## src/rtl/branch_repair_ctrl_pkg.sv

```systemverilog
// Shared types for the branch repair controller: FSM states, predictor-update entry layout
// and the checkpoint / repair-action widths used across the front end.
package branch_repair_ctrl_pkg;

  localparam int unsigned ALL_CHECKPOINT = 8;
  localparam int unsigned REPAIR_ACTION  = 4;

  typedef enum logic [1:0] {
    BRC_IDLE  = 2'd0,
    BRC_FLUSH = 2'd1,
    BRC_HOLD  = 2'd2
  } brc_state_e;

  // Predictor-update entry {VAddr, corrTake, corrDest}, MSB first
  typedef struct packed {
    logic [31:0] pc;
    logic        take;
    logic [31:0] dest;
  } upd_entry_t;

  localparam int unsigned UPD_ENTRY_W = $bits(upd_entry_t);

endpackage

```

## src/rtl/branch_repair_ctrl_upd_fifo.sv

```systemverilog
// Generic synchronous FIFO with wrap-bit pointers, full/empty flags and async active-low reset.
// A push while full is accepted only when a pop happens in the same cycle.
module upd_fifo #(
  parameter int unsigned WIDTH = 65,
  parameter int unsigned DEPTH = 4
) (
  input  logic             clk,
  input  logic             rst,
  input  logic             push,
  input  logic [WIDTH-1:0] wr_data,
  input  logic             pop,
  output logic [WIDTH-1:0] rd_data,
  output logic             full,
  output logic             empty
);

  localparam int unsigned AW = $clog2(DEPTH);

  logic [AW:0]      wr_ptr;
  logic [AW:0]      rd_ptr;
  logic [WIDTH-1:0] mem [DEPTH];
  logic             do_push;
  logic             do_pop;

  assign empty   = (wr_ptr == rd_ptr);
  assign full    = (wr_ptr[AW] != rd_ptr[AW]) && (wr_ptr[AW-1:0] == rd_ptr[AW-1:0]);
  assign do_pop  = pop && !empty;
  assign do_push = push && (!full || do_pop);
  assign rd_data = mem[rd_ptr[AW-1:0]];

  always_ff @(posedge clk or negedge rst) begin
    if (!rst) begin
      wr_ptr <= '0;
      rd_ptr <= '0;
    end else begin
      if (do_push) wr_ptr <= wr_ptr + (AW+1)'(1);
      if (do_pop)  rd_ptr <= rd_ptr + (AW+1)'(1);
    end
  end

  always_ff @(posedge clk) begin
    if (do_push) mem[wr_ptr[AW-1:0]] <= wr_data;
  end

endmodule

```

## src/rtl/branch_repair_ctrl.sv

```systemverilog
// Branch repair controller: turns an EXE mispredict into a one-cycle flush plus a held fetch
// redirect, and queues resolved branch outcomes for the branch predictor update port.
module branch_repair_ctrl
  import branch_repair_ctrl_pkg::*;
#(
  parameter int unsigned UPD_DEPTH = 4,
  parameter int unsigned CKPT_W    = ALL_CHECKPOINT,
  parameter int unsigned RA_W      = REPAIR_ACTION
) (
  input  logic              clk,
  input  logic              rst,
  input  logic              EXE_up_valid_w_i,
  input  logic              EXE_up_isBranch_i,
  input  logic              EXE_up_branchRisk_i,
  input  logic              EXE_up_corrTake_i,
  input  logic [31:0]       EXE_up_corrDest_i,
  input  logic [31:0]       EXE_up_VAddr_i,
  input  logic [CKPT_W-1:0] EXE_up_checkPoint_i,
  input  logic [RA_W-1:0]   EXE_up_repairAction_i,
  input  logic              CP0_excOccur_w_i,
  input  logic              IF_redirectReady_w_i,
  input  logic              BPU_updReady_w_i,
  output logic              BRC_flush_w_o,
  output logic              BRC_redirectValid_o,
  output logic [31:0]       BRC_redirectPC_o,
  output logic [CKPT_W-1:0] BRC_checkPoint_o,
  output logic [RA_W-1:0]   BRC_repairAction_o,
  output logic              BRC_busy_w_o,
  output logic              BRC_updValid_o,
  output logic [31:0]       BRC_updPC_o,
  output logic              BRC_updTake_o,
  output logic [31:0]       BRC_updDest_o,
  output logic [31:0]       BRC_mispCnt_o,
  output logic [31:0]       BRC_updDropCnt_o
);

  brc_state_e state;
  brc_state_e state_next;
  logic       capture;
  logic       push_req;
  logic       pop_req;
  logic       fifo_full;
  logic       fifo_empty;
  upd_entry_t entry_in;
  upd_entry_t head;

  assign capture  = (state == BRC_IDLE) && EXE_up_valid_w_i && EXE_up_branchRisk_i
                    && !CP0_excOccur_w_i;
  assign push_req = (state == BRC_IDLE) && EXE_up_valid_w_i && EXE_up_isBranch_i
                    && !CP0_excOccur_w_i;
  assign pop_req  = BRC_updValid_o && BPU_updReady_w_i;

  always_ff @(posedge clk or negedge rst) begin
    if (!rst) state <= BRC_IDLE;
    else      state <= state_next;
  end

  always_comb begin
    state_next = state;
    if (CP0_excOccur_w_i) begin
      state_next = BRC_IDLE;
    end else begin
      case (state)
        BRC_IDLE:  if (capture) state_next = BRC_FLUSH;
        BRC_FLUSH: state_next = IF_redirectReady_w_i ? BRC_IDLE : BRC_HOLD;
        BRC_HOLD:  if (IF_redirectReady_w_i) state_next = BRC_IDLE;
        default:   state_next = BRC_IDLE;
      endcase
    end
  end

  // An exception in the flush cycle supersedes the branch flush pulse
  always_comb begin
    BRC_flush_w_o       = (state == BRC_FLUSH) && !CP0_excOccur_w_i;
    BRC_redirectValid_o = (state != BRC_IDLE);
    BRC_busy_w_o        = (state != BRC_IDLE);
  end

  always_ff @(posedge clk or negedge rst) begin
    if (!rst) begin
      BRC_redirectPC_o   <= '0;
      BRC_checkPoint_o   <= '0;
      BRC_repairAction_o <= '0;
      BRC_mispCnt_o      <= '0;
      BRC_updDropCnt_o   <= '0;
    end else begin
      if (capture) begin
        BRC_redirectPC_o   <= EXE_up_corrDest_i;
        BRC_checkPoint_o   <= EXE_up_checkPoint_i;
        BRC_repairAction_o <= EXE_up_repairAction_i;
        BRC_mispCnt_o      <= BRC_mispCnt_o + 32'd1;
      end
      if (push_req && fifo_full && !pop_req)
        BRC_updDropCnt_o <= BRC_updDropCnt_o + 32'd1;
    end
  end

  assign entry_in = '{pc: EXE_up_VAddr_i, take: EXE_up_corrTake_i, dest: EXE_up_corrDest_i};

  upd_fifo #(
    .WIDTH (UPD_ENTRY_W),
    .DEPTH (UPD_DEPTH)
  ) u_upd_fifo (
    .clk     (clk),
    .rst     (rst),
    .push    (push_req),
    .wr_data (entry_in),
    .pop     (pop_req),
    .rd_data (head),
    .full    (fifo_full),
    .empty   (fifo_empty)
  );

  assign BRC_updValid_o = !fifo_empty;
  assign BRC_updPC_o    = BRC_updValid_o ? head.pc   : '0;
  assign BRC_updTake_o  = BRC_updValid_o ? head.take : 1'b0;
  assign BRC_updDest_o  = BRC_updValid_o ? head.dest : '0;

endmodule

```

## config.mk

```make
export PLATFORM = sky130hd
export DESIGN_NAME = branch_repair_ctrl
export DESIGN_NICKNAME = d
export VERILOG_FILES = /design/src/rtl/branch_repair_ctrl_pkg.sv /design/src/rtl/branch_repair_ctrl_upd_fifo.sv /design/src/rtl/branch_repair_ctrl.sv
export SDC_FILE = /design/constraint.sdc
export NUM_CORES = 1
export LEC_CHECK = 0
export CAP_MARGIN = 40
export CORE_MARGIN = 5
export CORE_UTILIZATION = 55
export DETAILED_ROUTE_END_ITERATION = 10
export PLACE_DENSITY = 0.92
export SLEW_MARGIN = 5
export SYNTH_ARGS = -nofsm -noshare
export SYNTH_HDL_FRONTEND = slang
export SYNTH_SLANG_ARGS = --single-unit
```

## constraint.sdc

```tcl
create_clock -name clk -period 5.6 [get_ports clk]
set_input_delay 1.12 -clock clk [delete_from_list [all_inputs] [get_ports clk]]
set_output_delay 1.12 -clock clk [all_outputs]
set_load 0.01 [all_outputs]
```

==> impl_metrics.ini <==
[yosys]
netlist_area_um2 = 14800
syn_nets = 900
yosysWarningCount = 0
synth_async_sr_flop_share = 0.309
synth_area_leaders = edfxtp_1 (53%), dfrtp_1 (20%), mux4_2 (9.9%), mux2_2 (3.6%), and2_1 (2.8%)
netlist.area_leader.share = 0.529
yosysMostFrequentCell = edfxtp_1
ys_seq_elements = 376
syn_avg_cell_area_um2 = 18.3
syn_inst = 808
synth_cell_types = 37
synth-edff-count = 260
synthTopCellsByCount = edfxtp_1 (260), dfrtp_1 (116), and2_1 (66), mux4_2 (65), mux2_2 (47)
synth_top_area_cell = edfxtp_1
ys_seq_area_frac = 0.725
synth_ff_type = edfxtp_1

[global_routing]
grt_pass1_vias = 8892
antenna_found_initial = 0
grt_first_pass_wirelength_um = 52000
grt_use_met3 = 0.0447
grt_overflow_total = 0
gr-usage-met2 = 0.383
grt_max_degree = 69
top_usage_layer = met2
gr-usage-met1 = 0.282
grt_use_total = 0.219

[pwr]
p_clk_frac = 0.295
p_switching_mw = 2.44
vdd_drop_max_mv = 0.339
power_frac_seq = 0.378
cellLeakagePower_nw = 6.98
pwr-share-comb = 0.326
power.density_nw_per_um2 = 463
internal_power_mw = 6.47
swShare = 0.274

[flow_run]
cap_violations = 0

[sta]
fmax_mhz = 239
drv_slew = 0
totalNegativeSetupSlack_ns = 0
rsz0062_at_grt = false
finalHoldViolCount = 0
min_period_over_period = 0.748
worst_pin_slew_ns = 0.611
fin_crit_ns = 4.19
clock_skew_ns = 0.0188
setup_viol = 0
slew_headroom = 0.592

[worst_setup_path]
worstPathCellList = buf_4 -> mux4_2 -> and2_1 -> clkdlybuf4s50_1
cp_slowest_cell = dfrtp_4
critical_path_class = flip-flop to output port
worst_setup_path_start_kind = flip-flop
cp.arrival_ns = 3.07
required_ns = 4.48
r2r_end = u_upd_fifo.mem[1][8]
cp_max_fo = 25
rrSetupSlack_ns = 3.18
ff2ff_path_depth = 4
slowest_delay_ns = 0.74
end_kind = output port
r2r-start = u_upd_fifo.rd_ptr[0]

[cts]
cts.sinks = 376
cts_setup_buffers = 0
clk_latency_ns = 0.52
cts_root_buf = clkbuf_16
cts_tree = yes
numCtsBuffers = 39
clock_path_buffers = 3
htree_num_levels = 2
ctsResizeCount = 0
cts.clk_slew.worst_paths_ns = 0.06
postCtsHoldBufs = 0

[die]
die_area_um2 = 30200
die_x_um = 174
num_io_pins = 262
rows = 60
initial_core_util = 0.553
dieHeight_um = 174
core_um2 = 26700

[final_layout]
synthToLayoutAreaGrowth_pct = 30.2
fin_cells = 1463
fin_nets = 1183
final_layout_size_suffix_gt1_frac = 0.181
diodes = 0

[detailed_routing]
wl_per_cell_um = 22.3
routed_wl_um = 32700
drt_iter0_drc = 642
vias = 8232
via_per_inst = 5.63
drc_errors = 0
firstDrtPassIters = 5
antenna_left = 0

[outcome]
outcome = completed

[placement]
dp_hpwl_um = 21100
place_congestion = 0.803
dp.cells = 1391
place.port_buffers = 261

[min_path]
hold_path.class = input pin to async pin
## metrics by stage
| stage | hold WS, ns | worst slack, ns | total power [mW] | instance area [µm²] | util |
|---|---|---|---|---|---|
| global route | 0.439 | 1.21 | 9.35 | 19200 | 0.720 |
| floorplan | 0.461 | 1.77 | 4.86 | 14800 | - |
| global placement | 0.461 | 1.86 | 6.26 | 17700 | 0.664 |
| CTS | 0.435 | 1.32 | 9.02 | 19200 | 0.720 |
| finish | 0.447 | 1.41 | 8.91 | 19200 | 0.720 |
| detailed placement | 0.475 | 1.86 | 6.36 | 17900 | 0.670 |
## cells by family after synthesis
logic type | after synthesis | synth area share
multiplexers | 112 | 0.135
AO/OA/AOI/OAI | 1 | 0.000339
flip-flops | 376 | 0.725
XOR/XNOR | 70 | 0.0415
AND/OR/NAND/NOR | 204 | 0.0811
buffers and inverters | 38 | 0.0111
adder cells (fa/ha/maj) | 7 | 0.00593
## per-layer routing
metal	vias up	part of all wire	wire length, µm
li1	3656	-	-
met1	4196	0.39	12800
met2	324	0.52	17000
met3	56	0.063	2050
met4	0	0.025	809
met5	-	0	0
## sequential cells by signal, indices dropped and copies added, names as in the netlist
| register | count |
|---|---|
| u_upd_fifo.mem | 260 |
| BRC_mispCnt_o | 32 |
| BRC_redirectPC_o | 32 |
| BRC_updDropCnt_o | 32 |
| BRC_checkPoint_o | 8 |
| BRC_repairAction_o | 4 |
| u_upd_fifo.rd_ptr | 3 |
| u_upd_fifo.wr_ptr | 3 |
| state | 2 |
## power by group through the flow
stage	clock network [mW]	registers (mW)	logic, mW
finish	2.63	3.37	2.91
global route	2.83	3.40	3.11
CTS	2.68	3.38	2.96
detailed placement	0	3.43	2.93
global placement	0	3.41	2.85
floorplan	0	3.40	1.46
## critical path: cells and delay by family, from the launching register on
family	cells	cell delay [ns]
buffers and inverters	2	1.01
DFF	1	0.74
muxes	1	0.61
and+or+nand+nor	1	0.18
## layout by cell type, fill, tap and decap left out, types with 18 or more instances in the layout
cell type / synthesis / final
edfxtp_1: 260 / 260
and2_1: 66 / 66
mux2_2: 47 / 47
xor2_1: 28 / 28
clkdlybuf4s50_1: 0 / 260
nand4_1: 18 / 18
clkbuf_16: 0 / 40
dfrtp_1: 116 / 114
mux4_2: 65 / 65
nand2_1: 24 / 24
xnor2_1: 42 / 42
nor2_1: 20 / 20
nand3_1: 26 / 26
## area by class of cell
cell class,instances,area [µm²]
clock inverter,18,231
fill,1594,7490
sequential,376,10700
inverter,7,26.3
tap,341,427
timing repair buffer,273,2830
clock buffer,54,1090
multi-input combinational,394,3920
## how the worst max path moves through the flow
stage                              start               endpoint  slack [ns]
finish              u_upd_fifo.rd_ptr[0]        BRC_updPC_o[24]        1.41
global route        u_upd_fifo.rd_ptr[0]       BRC_updDest_o[4]        1.21
CTS                 u_upd_fifo.rd_ptr[0]       BRC_updDest_o[6]        1.32
detailed placement  u_upd_fifo.rd_ptr[0]         BRC_updPC_o[1]        1.86
global placement        CP0_excOccur_w_i  u_upd_fifo.mem[3][35]        1.86
floorplan               CP0_excOccur_w_i   u_upd_fifo.mem[3][0]        1.77
No activity file was read; power rests on OpenSTA's default activity.
